$ cat src/rtl/game_pkg.sv
// +----------------------------------------------------------------------------+
// | game_pkg                                                                   |
// | Shared state encoding, display character codes, winner codes and the       |
// | per-position display character lookup for game_round_ctrl.                 |
// | Rev 1.0                                                                    |
// +----------------------------------------------------------------------------+
`default_nettype none

package game_pkg;

    typedef enum logic [2:0] {
        SECRET_P1 = 3'd0,
        SECRET_P2 = 3'd1,
        GUESS_P1  = 3'd2,
        GUESS_P2  = 3'd3,
        WIN       = 3'd4,
        DRAW      = 3'd5
    } state_t;

    // Digits 0-9 encode as themselves; letters follow at 10 + alphabet index.
    localparam logic [5:0] CH_BLANK = 6'd63;
    localparam logic [5:0] CH_A     = 6'd10;
    localparam logic [5:0] CH_C     = 6'd12;
    localparam logic [5:0] CH_D     = 6'd13;
    localparam logic [5:0] CH_E     = 6'd14;
    localparam logic [5:0] CH_I     = 6'd18;
    localparam logic [5:0] CH_N     = 6'd23;
    localparam logic [5:0] CH_R     = 6'd27;
    localparam logic [5:0] CH_S     = 6'd28;
    localparam logic [5:0] CH_T     = 6'd29;
    localparam logic [5:0] CH_W     = 6'd32;

    localparam logic [1:0] WINNER_NONE = 2'd0;
    localparam logic [1:0] WINNER_P1   = 2'd1;
    localparam logic [1:0] WINNER_P2   = 2'd2;
    localparam logic [1:0] WINNER_DRAW = 2'd3;

    function automatic logic [5:0] ch_digit(input logic [3:0] v);
        return (v < 4'd10) ? {2'b00, v} : CH_BLANK;
    endfunction

    function automatic logic [5:0] disp_char(
        input state_t     st,
        input int         pos,
        input int         last,
        input logic [3:0] b,
        input logic [3:0] c,
        input logic [1:0] win,
        input logic [7:0] rnd,
        input logic       show_rnd
    );
        logic [5:0] ch;
        logic [3:0] player;
        logic [7:0] rnd_ones;
        logic [7:0] rnd_tens;
        ch       = CH_BLANK;
        player   = (st == SECRET_P1 || st == GUESS_P1) ? 4'd1 : 4'd2;
        rnd_ones = rnd % 8'd10;
        rnd_tens = rnd / 8'd10;
        case (st)
            SECRET_P1, SECRET_P2: begin
                case (pos)
                    0:       ch = ch_digit(player);
                    1:       ch = CH_T;
                    2:       ch = CH_E;
                    3:       ch = CH_R;
                    4:       ch = CH_C;
                    5:       ch = CH_E;
                    6:       ch = CH_S;
                    default: ch = CH_BLANK;
                endcase
            end
            GUESS_P1, GUESS_P2: begin
                // Player digit sits in the leftmost display and wins any overlap.
                if (pos == last)               ch = ch_digit(player);
                else if (pos == 0)             ch = ch_digit(c);
                else if (pos == 1)             ch = ch_digit(b);
                else if (pos == 2 && show_rnd) ch = ch_digit(rnd_ones[3:0]);
                else if (pos == 3 && show_rnd) ch = ch_digit(rnd_tens[3:0]);
                else                           ch = CH_BLANK;
            end
            WIN: begin
                case (pos)
                    0:       ch = ch_digit({2'b00, win});
                    1:       ch = CH_N;
                    2:       ch = CH_I;
                    3:       ch = CH_W;
                    default: ch = CH_BLANK;
                endcase
            end
            DRAW: begin
                case (pos)
                    0:       ch = CH_W;
                    1:       ch = CH_A;
                    2:       ch = CH_R;
                    3:       ch = CH_D;
                    default: ch = CH_BLANK;
                endcase
            end
            default: ch = CH_BLANK;
        endcase
        return ch;
    endfunction

endpackage

`default_nettype wire

$ cat src/rtl/detector_borda.sv
// +----------------------------------------------------------------------------+
// | detector_borda                                                             |
// | Rising-edge detector: o_rise is high for one cycle per 0->1 of i_sig.      |
// | Rev 1.0                                                                    |
// +----------------------------------------------------------------------------+
`default_nettype none

module detector_borda (
    input  logic clk,
    input  logic rst,
    input  logic i_sig,
    output logic o_rise
);

    logic r_prev;

    always_ff @(posedge clk or posedge rst) begin
        if (rst) begin
            r_prev <= 1'b0;
        end else begin
            r_prev <= i_sig;
        end
    end

    assign o_rise = i_sig & ~r_prev;

endmodule

`default_nettype wire

$ cat src/rtl/game_round_ctrl.sv
// +----------------------------------------------------------------------------+
// | game_round_ctrl                                                            |
// | Two-player bulls-and-cows round controller with character display output. |
// | Optional macro ROUND_LIMIT_EN: round counter that ends the game in a DRAW. |
// | Rev 1.0                                                                    |
// +----------------------------------------------------------------------------+
`default_nettype none

module game_round_ctrl
    import game_pkg::*;
#(
    parameter int  DIGITS     = 4,
    parameter int  DIGIT_W    = 4,
    parameter int  NUM_DISP   = 8,
    parameter int  MAX_ROUNDS = 10,
    localparam int CW         = $clog2(DIGITS + 1)
) (
    input  logic                          clock,
    input  logic                          reset,
    input  logic                          confirm,
    input  logic [DIGITS*DIGIT_W-1:0]     SW,
    output logic [NUM_DISP-1:0][5:0]      disp,
    output logic [CW-1:0]                 bulls,
    output logic [CW-1:0]                 cows,
    output logic [1:0]                    winner,
    output logic                          reject
);

    localparam int SW_W = DIGITS * DIGIT_W;

    if (DIGITS < 2 || DIGITS > 8) begin : g_chk_digits
        $error("game_round_ctrl: DIGITS must be in 2..8");
    end
    if (NUM_DISP < 4) begin : g_chk_disp
        $error("game_round_ctrl: NUM_DISP must be at least 4");
    end
    if (MAX_ROUNDS < 1) begin : g_chk_rounds
        $error("game_round_ctrl: MAX_ROUNDS must be at least 1");
    end

    state_t                   r_state;
    state_t                   w_next_state;
    logic [SW_W-1:0]          r_secret_p1;
    logic [SW_W-1:0]          r_secret_p2;
    logic [SW_W-1:0]          w_next_secret_p1;
    logic [SW_W-1:0]          w_next_secret_p2;
    logic [SW_W-1:0]          w_target;
    logic [CW-1:0]            r_bulls;
    logic [CW-1:0]            r_cows;
    logic [CW-1:0]            w_next_bulls;
    logic [CW-1:0]            w_next_cows;
    logic [CW-1:0]            w_bulls_cnt;
    logic [CW-1:0]            w_cows_cnt;
    logic [1:0]               r_winner;
    logic [1:0]               w_next_winner;
    logic                     r_reject;
    logic                     w_reject;
    logic                     w_valid;
    logic                     w_confirm_p;
    logic [NUM_DISP-1:0][5:0] r_disp;

`ifdef ROUND_LIMIT_EN
    localparam int RW = $clog2(MAX_ROUNDS + 1);
    logic [RW-1:0] r_round;
    logic [RW-1:0] w_next_round;
    logic [RW-1:0] w_round_inc;
    assign w_round_inc = r_round + RW'(1);
`endif

    detector_borda u_confirm_edge (
        .clk    (clock),
        .rst    (reset),
        .i_sig  (confirm),
        .o_rise (w_confirm_p)
    );

    always_comb begin
        w_valid = 1'b1;
        for (int i = 0; i < DIGITS; i++) begin
            for (int j = i + 1; j < DIGITS; j++) begin
                if (SW[i*DIGIT_W +: DIGIT_W] == SW[j*DIGIT_W +: DIGIT_W]) begin
                    w_valid = 1'b0;
                end
            end
        end
    end

    // Player 1 guesses player 2's secret and vice versa.
    assign w_target = (r_state == GUESS_P1) ? r_secret_p2 : r_secret_p1;

    always_comb begin
        w_bulls_cnt = '0;
        w_cows_cnt  = '0;
        for (int i = 0; i < DIGITS; i++) begin
            for (int j = 0; j < DIGITS; j++) begin
                if (SW[i*DIGIT_W +: DIGIT_W] == w_target[j*DIGIT_W +: DIGIT_W]) begin
                    if (i == j) w_bulls_cnt = w_bulls_cnt + CW'(1);
                    else        w_cows_cnt  = w_cows_cnt + CW'(1);
                end
            end
        end
    end

    always_comb begin
        w_next_state     = r_state;
        w_next_secret_p1 = r_secret_p1;
        w_next_secret_p2 = r_secret_p2;
        w_next_bulls     = r_bulls;
        w_next_cows      = r_cows;
        w_next_winner    = r_winner;
        w_reject         = 1'b0;
`ifdef ROUND_LIMIT_EN
        w_next_round     = r_round;
`endif
        if (w_confirm_p) begin
            case (r_state)
                SECRET_P1: begin
                    if (w_valid) begin
                        w_next_secret_p1 = SW;
                        w_next_state     = SECRET_P2;
                    end else begin
                        w_reject = 1'b1;
                    end
                end
                SECRET_P2: begin
                    if (w_valid) begin
                        w_next_secret_p2 = SW;
                        w_next_state     = GUESS_P1;
                    end else begin
                        w_reject = 1'b1;
                    end
                end
                GUESS_P1, GUESS_P2: begin
                    if (!w_valid) begin
                        w_reject = 1'b1;
                    end else begin
                        w_next_bulls = w_bulls_cnt;
                        w_next_cows  = w_cows_cnt;
                        if (w_bulls_cnt == CW'(DIGITS)) begin
                            w_next_state  = WIN;
                            w_next_winner = (r_state == GUESS_P1) ? WINNER_P1 : WINNER_P2;
                        end else if (r_state == GUESS_P1) begin
                            w_next_state = GUESS_P2;
                        end else begin
`ifdef ROUND_LIMIT_EN
                            w_next_round = w_round_inc;
                            if (w_round_inc == RW'(MAX_ROUNDS)) begin
                                w_next_state  = DRAW;
                                w_next_winner = WINNER_DRAW;
                            end else begin
                                w_next_state = GUESS_P1;
                            end
`else
                            w_next_state = GUESS_P1;
`endif
                        end
                    end
                end
                WIN, DRAW: begin
                    w_next_state     = SECRET_P1;
                    w_next_secret_p1 = '0;
                    w_next_secret_p2 = '0;
                    w_next_bulls     = '0;
                    w_next_cows      = '0;
                    w_next_winner    = WINNER_NONE;
`ifdef ROUND_LIMIT_EN
                    w_next_round     = '0;
`endif
                end
                default: w_next_state = SECRET_P1;
            endcase
        end
    end

    always_ff @(posedge clock or posedge reset) begin
        if (reset) begin
            r_state     <= SECRET_P1;
            r_secret_p1 <= '0;
            r_secret_p2 <= '0;
            r_bulls     <= '0;
            r_cows      <= '0;
            r_winner    <= WINNER_NONE;
            r_reject    <= 1'b0;
`ifdef ROUND_LIMIT_EN
            r_round     <= '0;
`endif
        end else begin
            r_state     <= w_next_state;
            r_secret_p1 <= w_next_secret_p1;
            r_secret_p2 <= w_next_secret_p2;
            r_bulls     <= w_next_bulls;
            r_cows      <= w_next_cows;
            r_winner    <= w_next_winner;
            r_reject    <= w_reject;
`ifdef ROUND_LIMIT_EN
            r_round     <= w_next_round;
`endif
        end
    end

    // Display follows the registered state, so it trails a transition by a cycle.
    always_ff @(posedge clock or posedge reset) begin
        if (reset) begin
            for (int i = 0; i < NUM_DISP; i++) begin
                r_disp[i] <= CH_BLANK;
            end
        end else begin
            for (int i = 0; i < NUM_DISP; i++) begin
`ifdef ROUND_LIMIT_EN
                r_disp[i] <= disp_char(r_state, i, NUM_DISP - 1, 4'(r_bulls), 4'(r_cows),
                                       r_winner, 8'(r_round), 1'b1);
`else
                r_disp[i] <= disp_char(r_state, i, NUM_DISP - 1, 4'(r_bulls), 4'(r_cows),
                                       r_winner, 8'd0, 1'b0);
`endif
            end
        end
    end

    assign disp   = r_disp;
    assign bulls  = r_bulls;
    assign cows   = r_cows;
    assign winner = r_winner;
    assign reject = r_reject;

endmodule

`default_nettype wire

$ cat config.mk
export PLATFORM = sky130hd
export DESIGN_NAME = game_round_ctrl
export DESIGN_NICKNAME = d
export VERILOG_FILES = /design/src/rtl/game_pkg.sv /design/src/rtl/detector_borda.sv /design/src/rtl/game_round_ctrl.sv
export SDC_FILE = /design/constraint.sdc
export NUM_CORES = 1
export LEC_CHECK = 0
export BUFFER_PORTS_ARGS = -buffer_cell sky130_fd_sc_hd__buf_2
export CORE_UTILIZATION = 35
export DETAILED_ROUTE_END_ITERATION = 8
export GPL_TIMING_DRIVEN = 0
export RECOVER_POWER = 100
export SYNTH_ARGS = -nofsm -noshare
export SYNTH_HDL_FRONTEND = slang
export SYNTH_SLANG_ARGS = --single-unit
$ cat constraint.sdc
create_clock -name clock -period 8.5 [get_ports clock]
set_input_delay 0.85 -clock clock [delete_from_list [all_inputs] [get_ports clock]]
set_output_delay 0.85 -clock clock [all_outputs]
set_load 0.005 [all_outputs]
**After elaboration in Yosys (flattened, before gate mapping)**

Index checks and enable logic that the tools add are counted.

- Register bits after elaboration: 93
- Output and inout port bits: 57
- Logic and storage cells: 138

- $add $sub $neg: 14
- Magnitude comparators: 4
- Equal/unequal tests: 32
- Muxes and demuxes: 56
- Bitwise operators: 2
- Reductions and logical operators: 14

Operators by type and width:

| cell | count |
|---|---|
| == test 4 bit | 22 |
| one-hot mux 16 bit (2 select lines) | 2 |
| 2-to-1 mux 3 bit | 20 |
| 2-to-1 mux 6 bit | 8 |
| one-hot mux 6 bit (4 select lines) | 2 |
| adder 3 x 1 -> 3 bit (second input constant) | 14 |
| one-hot mux 6 bit (3 select lines) | 2 |
| 2-to-1 mux 16 bit | 2 |
| 2-to-1 mux 1 bit | 12 |
| one-hot mux 3 bit (2 select lines) | 2 |
| == test 3 bit (second input constant) | 3 |
| one-hot mux 3 bit (3 select lines) | 1 |
| AND reduction 3 bit | 3 |
| < comparator 2 x 4 -> 1 bit (second input constant) | 2 |
| < comparator 3 x 4 -> 1 bit (second input constant) | 2 |
| 2-to-1 mux 2 bit | 4 |
| != test 2 bit (second input constant) | 4 |
| AND reduction 4 bit | 2 |
| == test 3 x 2 -> 1 bit (second input constant) | 2 |
| nonzero test 2 bit | 3 |
| OR reduction 2 bit | 3 |
| one-hot mux 2 bit (2 select lines) | 1 |
| OR reduction 4 bit | 1 |
| == test 3 x 1 -> 1 bit (second input constant) | 1 |
| 4 further kinds | 4 |

**Depth between registers and ports, before layout**

Gate-level depths: netlist (run 1).

- Depth after elaboration: 28
- Depth in mapped cells: 40
- Depth with buffers taken out: 35

**Hierarchy**

Synthesis (run 1) repeated with hierarchy kept, for this count alone.

- Cell total of the unflattened synthesis: 579
- Area total of the unflattened synthesis: 5218.8 um2

Modules (own cells, without submodules):

| module | instances | cells each | area an instance (um2) |
|---|---|---|---|
| game_round_ctrl | 1 | 576 | 5176.2 |
| detector_borda | 1 | 3 | 42.5 |

**Worst setup path before layout (run 1)**

OpenSTA, ideal clock, no wires.

- Path type: reg-to-reg
- From: reg r_state[0]
- To: reg r_cows[2], in the netlist cows[2]
- Setup time: 0.121 ns
- Arrival time: 7.815 ns
- Required time: 8.379 ns
- Path slack: 0.563 ns
- Cell stages (with the launch flop): 38
- Buffers on the path: 5
- Clock period less this slack: 7.937 ns
- Path through: dfrtp_1 > buf_6 > nor3b_4 > buf_6 > buf_4 > buf_2 > nor2_1 > a21oi_1 > xnor2_1 > nor4_1 > ha_1 > clkbuf_1 > xnor2_2 > inv_1 > ha_1 > nor4_1 > a311oi_1 > a21o_1 > (+2 left out) > ha_1 > xnor3_1 > mux2i_1 > a211oi_1 > ha_1 > xnor2_1 > a221o_1 > ha_1 > mux2_2 > ha_1 > nand2_1 > xnor2_1 > xnor2_1 > xnor2_1 > xnor2_1 > xnor2_1 > xnor2_1 > o21ai_1

- Word-level cells in the longest chain between the ends: 28

RTL lines:

| what | line | source |
|---|---|---|
| start: declaration | game_round_ctrl.sv:41 | `state_t r_state;` |
| start signal: assignment | game_round_ctrl.sv:188 | `r_state <= w_next_state;` |
| == test 3 x 2 -> 1 bit | game_round_ctrl.sv:89, game_round_ctrl.sv:116 |  |
| 2-to-1 mux 16 bit | game_round_ctrl.sv:89 | `assign w_target = (r_state == GUESS_P1) ? r_secret_p2 : r_secret_p1;` |
| == test 4 bit | game_round_ctrl.sv:96 | `if (SW[i*DIGIT_W +: DIGIT_W] == w_target[j*DIGIT_W +: DIGIT_W]) begin` |
| 2-to-1 mux 1 bit | game_round_ctrl.sv:96 |  |
| adder 3 x 1 -> 3 bit | game_round_ctrl.sv:98 | `else w_cows_cnt = w_cows_cnt + CW'(1);` |
| 2-to-1 mux 3 bit | game_round_ctrl.sv:96 |  |
| adder 3 x 1 -> 3 bit | game_round_ctrl.sv:98 |  |
| 2-to-1 mux 3 bit | game_round_ctrl.sv:96 |  |
| (+12 left out) | -- |  |
| adder 3 x 1 -> 3 bit | game_round_ctrl.sv:98 |  |
| 2-to-1 mux 3 bit | game_round_ctrl.sv:96 |  |
| adder 3 x 1 -> 3 bit | game_round_ctrl.sv:98 |  |
| 2-to-1 mux 3 bit | game_round_ctrl.sv:96 |  |
| adder 3 x 1 -> 3 bit | game_round_ctrl.sv:98 |  |
| 2-to-1 mux 3 bit | game_round_ctrl.sv:96 |  |
| 2-to-1 mux 3 bit | game_round_ctrl.sv:134 | `if (!w_valid) begin` |
| one-hot mux 3 bit (2 select lines) | game_round_ctrl.sv:116 | `case (r_state)` |
| end signal: assignment | game_round_ctrl.sv:192 | `r_cows <= w_next_cows;` |
| end: declaration | game_round_ctrl.sv:49 | `logic [CW-1:0] r_cows;` |

Parallel ways exist; a longest one is shown, timed or not. The select of a mux whose other input is x is not followed.
A chain may end at the register's enable or synchronous reset.

**Final worst setup path (run 1)**

Ends and elaborated chain as after synthesis.

==> qor.yml, run 1 <==
critical_path:
  slowest_delay_ps: 380
  crit_family: "adder cells"
  cp_data_required_time_ps: 8720
  path_common_cell: "xnor2_1"
  setup.worst_path.end_class: "flip-flop"
  critPathBufInv: 7
  arrival_ps: 8360
  crit_slowest_cell: "or3_1"
  startpoint_type: "flip-flop"
  crit_path_max_fanout: 10
  crit_type: "flip-flop to flip-flop"
power_and_ir_drop:
  powerDensity_nw_per_um2: 273
  leakagePower_nw: 2.76
  total_power_w: 0.00171
  intPower_w: 0.00103
  swShare_pct: 40.2
  p_switching_w: 0.000689
  comb_power_share_pct: 54.4
  seq_power_share_pct: 25.6
  ir_drop_mv: 0.129
  clkPwrFrac_pct: 20.0
timing:
  period_needed_ps: 8150
  maxSlewHeadroom_pct: -41.6
  setup_violations: 0
  period_share_pct: 95.8
  hold_violations: 0
  clock.fmax_mhz: 123
  slew_violations: 42
  clock_skew_ps: 5.01
  tightest_slew_ps: 2120
  tns_ps: 0
  whs_ps: 514
layout:
  drive_gt1_share_pct: 20.2
  area_growth_pct: 16.9
  layout_common_cells: "82 x nand2_1, 75 x xnor2_1, 53 x o21ai_0"
  nets: 737
  final_common_cell: "nand2_1"
  final_area_um2: 6290
  diodes: 0
logic_synthesis:
  synthCells: 623
  netlist.area_leader.share_pct: 20.9
  syn_area_um2: 5380
  synth_cell_types: 62
  avgSynthCellArea_um2: 8.64
  synth_area_leaders: "dfrtp_1 21%, xnor2_1 12%, dfstp_2 9.8%, nand2_1 5.7%, o21ai_0 4.9%"
  yosysTopAreaCell: "dfrtp_1"
  synth_ff_type: "dfrtp_1"
  yosys_warnings: 0
  postSynth.asyncResetShare_pct: 100
  ys_seq_elements: 65
  ys_seq_area_share_pct: 30.7
  synth_edf_count: 0
detailed_routing:
  num_vias: 4712
  finalWirelength_um: 14700
  drt-vias-per-instance: 5.28
  drc: 0
  drt_first_pass_iters: 5
  antenna_left: 0
  drtIter0Drc: 265
  wl_per_cell_um: 16.4
clocking:
  clockBufferDepth: 2
  clk_pin_slew_ps: 50
  htreeDepth: 3
  cts_root_buffer: "clkbuf_16"
  cts.sinks: 65
  numCtsBuffers: 9
  clk_latency_ps: 330
  cts_hold_buf: 0
  cts_tree: "done"
global_routing:
  antenna_found_initial: 0
  use_met3_pct: 3.82
  grt_pass1_wl_um: 23400
  grt_max_degree: 42
  grtUsageMet1_pct: 23.2
  globalRouteTotalUtil_pct: 18.8
  grtUsageMet2_pct: 32.1
  grt_pass1_vias: 4601
  grt-ovfl-total: 0
  busiest_layer: "met2"
floorplan:
  fp-row-count: 44
  design.die.area_um2: 15900
  ios: 76
  coreArea_um2: 14800
  start_util_pct: 36.5
  die_x_um: 126
  die_y_um: 126
placed_design:
  port_buffers: 59
  hpwlAfterDp_um: 11000
  place_congestion: 0.868
  dpl_cell_area_um2: 5960
status:
  violations: "capacitance limit, slew limit"
  outcome: "finished, violations left"
hold_path:
  holdCritPathClass: "flip-flop to flip-flop"
run:
  max_cap_viol_count: 1
[cells by family (layout without fill, tap and decap cells)]
group	count (synthesis)	in the layout	synth area share, %
compound gates	130	130	15.6
fa+ha+maj	15	15	3.49
mux	22	22	4.19
flops	65	65	30.7
xor+xnor	104	104	19.6
simple gates	184	184	16.8
other cells	1	9	0.0697
buf+inv	102	179	9.58
[routing by layer]
| layer | up-vias | share of wire (%) | wire length [um] |
|---|---|---|---|
| met5 | - | 0 | 0 |
| met4 | 0 | 2.9 | 427 |
| met3 | 32 | 6.2 | 909 |
| met2 | 200 | 47 | 6930 |
| met1 | 2235 | 44 | 6390 |
| li1 | 2245 | - | - |
[state kept, by name, summed over array words and instances, names as in the netlist]
| signal | count |
|---|---|
| r_secret_p2 | 16 |
| cows | 3 |
| u_confirm_edge.r_prev | 1 |
| winner | 2 |
| disp | 20 |
| r_secret_p1 | 16 |
| r_state | 3 |
| reject | 1 |
| bulls | 3 |
[synthesized netlist by cell type (all sizes together) (10+ instances only)]
cell / count
clkbuf: 24
nand4: 10
ha: 15
dfrtp: 45
nand2b: 10
nand2: 82
a21oi: 21
inv: 37
mux2i: 18
o21ai: 55
xor2: 21
nor2: 26
xnor2: 81
buf: 41
dfstp: 20
nor2b: 14
[path summary, 6_finish.rpt]
check                               start             end  slack (ps)  cells after the start
setup / recovery               r_state[0]         cows[2]         350                     39
hold / removal             r_secret_p2[8]  r_secret_p2[8]         510                      2
setup reg to reg               r_state[0]         cows[2]         350                     39
hold reg to reg            r_secret_p2[8]  r_secret_p2[8]         510                      2
max in group asynchronous           reset        bulls[2]        5250                      3
min in group asynchronous           reset  r_secret_p1[3]         740                      2
[final cells by class]
| cell class | instances | area [um2] |
|---|---|---|
| repair buffers | 62 | 294 |
| clock inverters | 3 | 17.5 |
| plain buffers | 64 | 375 |
| fillers | 1496 | 8470 |
| multi-input cells | 464 | 3320 |
| clock buffers | 13 | 260 |
| well taps | 184 | 230 |
| inverters | 37 | 139 |
| flip-flops and latches | 65 | 1650 |
[power by group through the flow]
| stage | combinational (W) | sequential, W | clock, W |
|---|---|---|---|
| 6_report | 0.000932 | 0.000440 | 0.000343 |
| 5_1_grt | 0.00102 | 0.000446 | 0.000362 |
| 4_1_cts | 0.000920 | 0.000436 | 0.000349 |
| 3_5_place_dp | 0.000900 | 0.000441 | 0 |
| 3_3_place_gp | 0.000869 | 0.000438 | 0 |
| 2_1_floorplan | 0.000723 | 0.000427 | 0 |
[timing repair]
item,in CTS,in global routing
setup endpoints to repair,2,1
gates resized for setup,4,10
pin swaps,1,1
setup buffers,1,1
[worst min-delay path: cells and delay by family (launching register included)]
kind	cells	cell delay [ps]
AO/OA/AOI/OAI	1	60
AND/OR/NAND/NOR	1	50
flip-flops	1	360
[through the flow]
step	cells	util [%]	setup slack, ps
6_report	892	42.6	354
3_5_place_dp	875	40.4	-849
3_3_place_gp	874	40.2	-715
5_1_grt	892	42.6	-1.08
4_1_cts	891	42.5	2.41
2_1_floorplan	631	-	563
Note: power is estimated with default switching activity, not from simulation.
==> run 2, diff against run 1 <==
--- a/config.mk
+++ b/config.mk
@@ -8,7 +8,8 @@
 export BUFFER_PORTS_ARGS = -buffer_cell sky130_fd_sc_hd__buf_2
 export CORE_UTILIZATION = 35
 export DETAILED_ROUTE_END_ITERATION = 8
-export GPL_TIMING_DRIVEN = 0
+export GPL_TIMING_DRIVEN = 1
+export MAX_ROUTING_LAYER = met4
 export RECOVER_POWER = 100
 export SYNTH_ARGS = -nofsm -noshare
 export SYNTH_HDL_FRONTEND = slang
==> qor.yml, run 2 (synthesis results as in run 1) <==
critical_path:
  cp_data_required_time_ps: 8720  # about the same
  path_common_cell: "xnor2_1"  # unchanged
  slowest_delay_ps: 570  # was 380 ps
  crit_slowest_cell: "or4_1"  # was or3_1
  startpoint_type: "flip-flop"  # unchanged
  crit_path_max_fanout: 12  # was 10
  setup.worst_path.end_class: "flip-flop"  # unchanged
  crit_type: "flip-flop to flip-flop"  # unchanged
  rr_worst_depth: 34  # was 39
  arrival_ps: 8190  # was 8360 ps
detailed_routing:
  drt-vias-per-instance: 5.36  # was 5.28
  antenna_left: 0  # unchanged
  num_vias: 4528  # was 4712
  drt_first_pass_iters: 5  # unchanged
  drtIter0Drc: 329  # was 265
  wl_per_cell_um: 16.5  # was 16.4 um
  drc: 0  # unchanged
  finalWirelength_um: 14000  # was 14700 um
layout:
  seqCellArea_um2: 1650  # about the same
  largest_reg_flops: 20  # unchanged
  fill_cells: 1474  # was 1496
  fin_cells: 845  # was 892
  diodes: 0  # unchanged
  nets: 690  # was 737
  final_common_cell: "nand2_1"  # unchanged
  layout_common_cells: "82 x nand2_1, 75 x xnor2_1, 52 x o21ai_0"  # was 82 x nand2_1, 75 x xnor2_1, 53 x o21ai_0
  drive_gt1_share_pct: 17.4  # was 20.2%
  area_growth_pct: 11.2  # was 16.9%
  multi_input_area_um2: 3270  # was 3320 um2
timing:
  clock.fmax_mhz: 126  # was 123 MHz
  slew_violations: 66  # was 42
  setup_violations: 0  # unchanged
  hold_violations: 0  # unchanged
  maxSlewHeadroom_pct: -127  # was -41.6%
  tns_ps: 0  # unchanged
  period_share_pct: 93.7  # was 95.8%
  grt_setup_unrepaired: "false"
  clock_skew_ps: 7.18  # was 5.01 ps
  tightest_slew_ps: 3410  # was 2120 ps
  period_needed_ps: 7970  # was 8150 ps
status:
  outcome: "finished, violations left"  # unchanged
  violations: "capacitance limit, slew limit"  # unchanged
clocking:
  cts.sinks: 65  # unchanged
  cts_root_buffer: "clkbuf_16"  # unchanged
  htreeDepth: 3  # unchanged
  cts_tree: "done"  # unchanged
  clockBufferDepth: 2  # unchanged
  clk_pin_slew_ps: 60  # was 50 ps
  clk_latency_ps: 340  # was 330 ps
  numCtsBuffers: 9  # unchanged
floorplan:
  start_util_pct: 36.5  # unchanged
  design.die.area_um2: 15900  # unchanged
  fp-row-count: 44  # unchanged
  die_x_um: 126  # unchanged
  coreArea_um2: 14800  # unchanged
  die_y_um: 126  # unchanged
  ios: 76  # unchanged
hold_path:
  hold_depth: 0  # was 2
  holdCritPathClass: "flip-flop to flip-flop"  # unchanged
power_and_ir_drop:
  seq_power_share_pct: 25.8  # was 25.6%
  intPower_w: 0.00102  # was 0.00103 W
  clkPwrFrac_pct: 21.3  # was 20.0%
  comb_power_share_pct: 52.9  # was 54.4%
  swShare_pct: 40.5  # was 40.2%
  p_switching_w: 0.000695  # was 0.000689 W
  powerDensity_nw_per_um2: 287  # was 273 nW/um2
  ir_drop_mv: 0.0992  # was 0.129 mV
  leakagePower_nw: 2.65  # was 2.76 nW
placed_design:
  hpwlAfterDp_um: 10200  # was 11000 um
  place_congestion: 0.916  # was 0.868
  dp_cells: 827  # was 875
  port_buffers: 66  # was 59
global_routing:
  globalRouteTotalUtil_pct: 18.7  # was 18.8%
  grt-ovfl-total: 0  # unchanged
  grt_max_degree: 66  # was 42
  antenna_found_initial: 0  # unchanged
  grt_pass1_wl_um: 22500  # was 23400 um
  grt_pass1_vias: 4310  # was 4601
run:
  max_cap_viol_count: 1  # unchanged
[run 2: final timing paths]
path | start | endpoint | slack (ps)
max in group asynchronous | reset | r_state[1] | 4500
worst max register to register | r_state[2] | cows[2] | 530
worst min-delay path | r_state[1] | disp[17] | 510
worst min register to register | r_state[1] | disp[17] | 510
min in group asynchronous | reset | r_secret_p1[13] | 1810
worst max-delay path | r_state[2] | cows[2] | 530
[run 2: final cells by class]
type	count	share of cell area, %
Inverter	37	2.32
Tap cell	184	3.85
Multi-Input combinational cell	464	54.6
Clock inverter	6	0.816
Clock buffer	10	4.18
Timing Repair Buffer	79	6.61
Sequential cell	65	27.6
[run 2: repair_timing]
action	CTS	global route
hold buffers	0	0
setup buffers	0	2
resized for setup	0	5
setup endpoints to repair	0	1
hold endpoints to repair	0	0
[run 2: per-layer routing]
layer	global-route usage, %	share of wire, %	vias up	wire (um)
li1	-	-	2145	-
met2	30.6	48	166	6770
met3	3.53	5.6	17	776
met1	23.2	45	2200	6240
met5	-	0	-	0
met4	5.88	1.4	0	193
[run 2: critical path, delay by kind of cell (launching register included)]
| kind | cells | cell delay, ps |
|---|---|---|
| XOR/XNOR | 11 | 1810 |
| AND/OR/NAND/NOR | 4 | 1350 |
| adder cells (fa/ha/maj) | 6 | 1780 |
| buffers and inverters | 4 | 530 |
| AO/OA/AOI/OAI | 6 | 1290 |
| flip-flops | 1 | 520 |
| multiplexers | 3 | 560 |
[run 2: power groups by stage]
stage / registers (W) / logic, W / clock network [W]
final: 0.000444 / 0.000908 / 0.000366
after global routing: 0.000453 / 0.00100 / 0.000389
after CTS: 0.000442 / 0.000897 / 0.000375
after detailed placement: 0.000447 / 0.000894 / 0
after global placement: 0.000444 / 0.000860 / 0
after floorplan: 0.000427 / 0.000723 / 0
[run 2: metrics by stage]
step / hold WS, ps / util, % / area, um2 / setup WS (ps) / total power (W)
2_1_floorplan: 463 / - / 5410 / 563 / 0.00115
3_5_place_dp: 495 / 38.5 / 5680 / 371 / 0.00134
6_report: 505 / 40.5 / 5980 / 535 / 0.00172
5_1_grt: 516 / 40.5 / 5980 / 53.1 / 0.00185
4_1_cts: 507 / 40.6 / 5980 / 346 / 0.00171
3_3_place_gp: 492 / 38.5 / 5680 / 582 / 0.00130
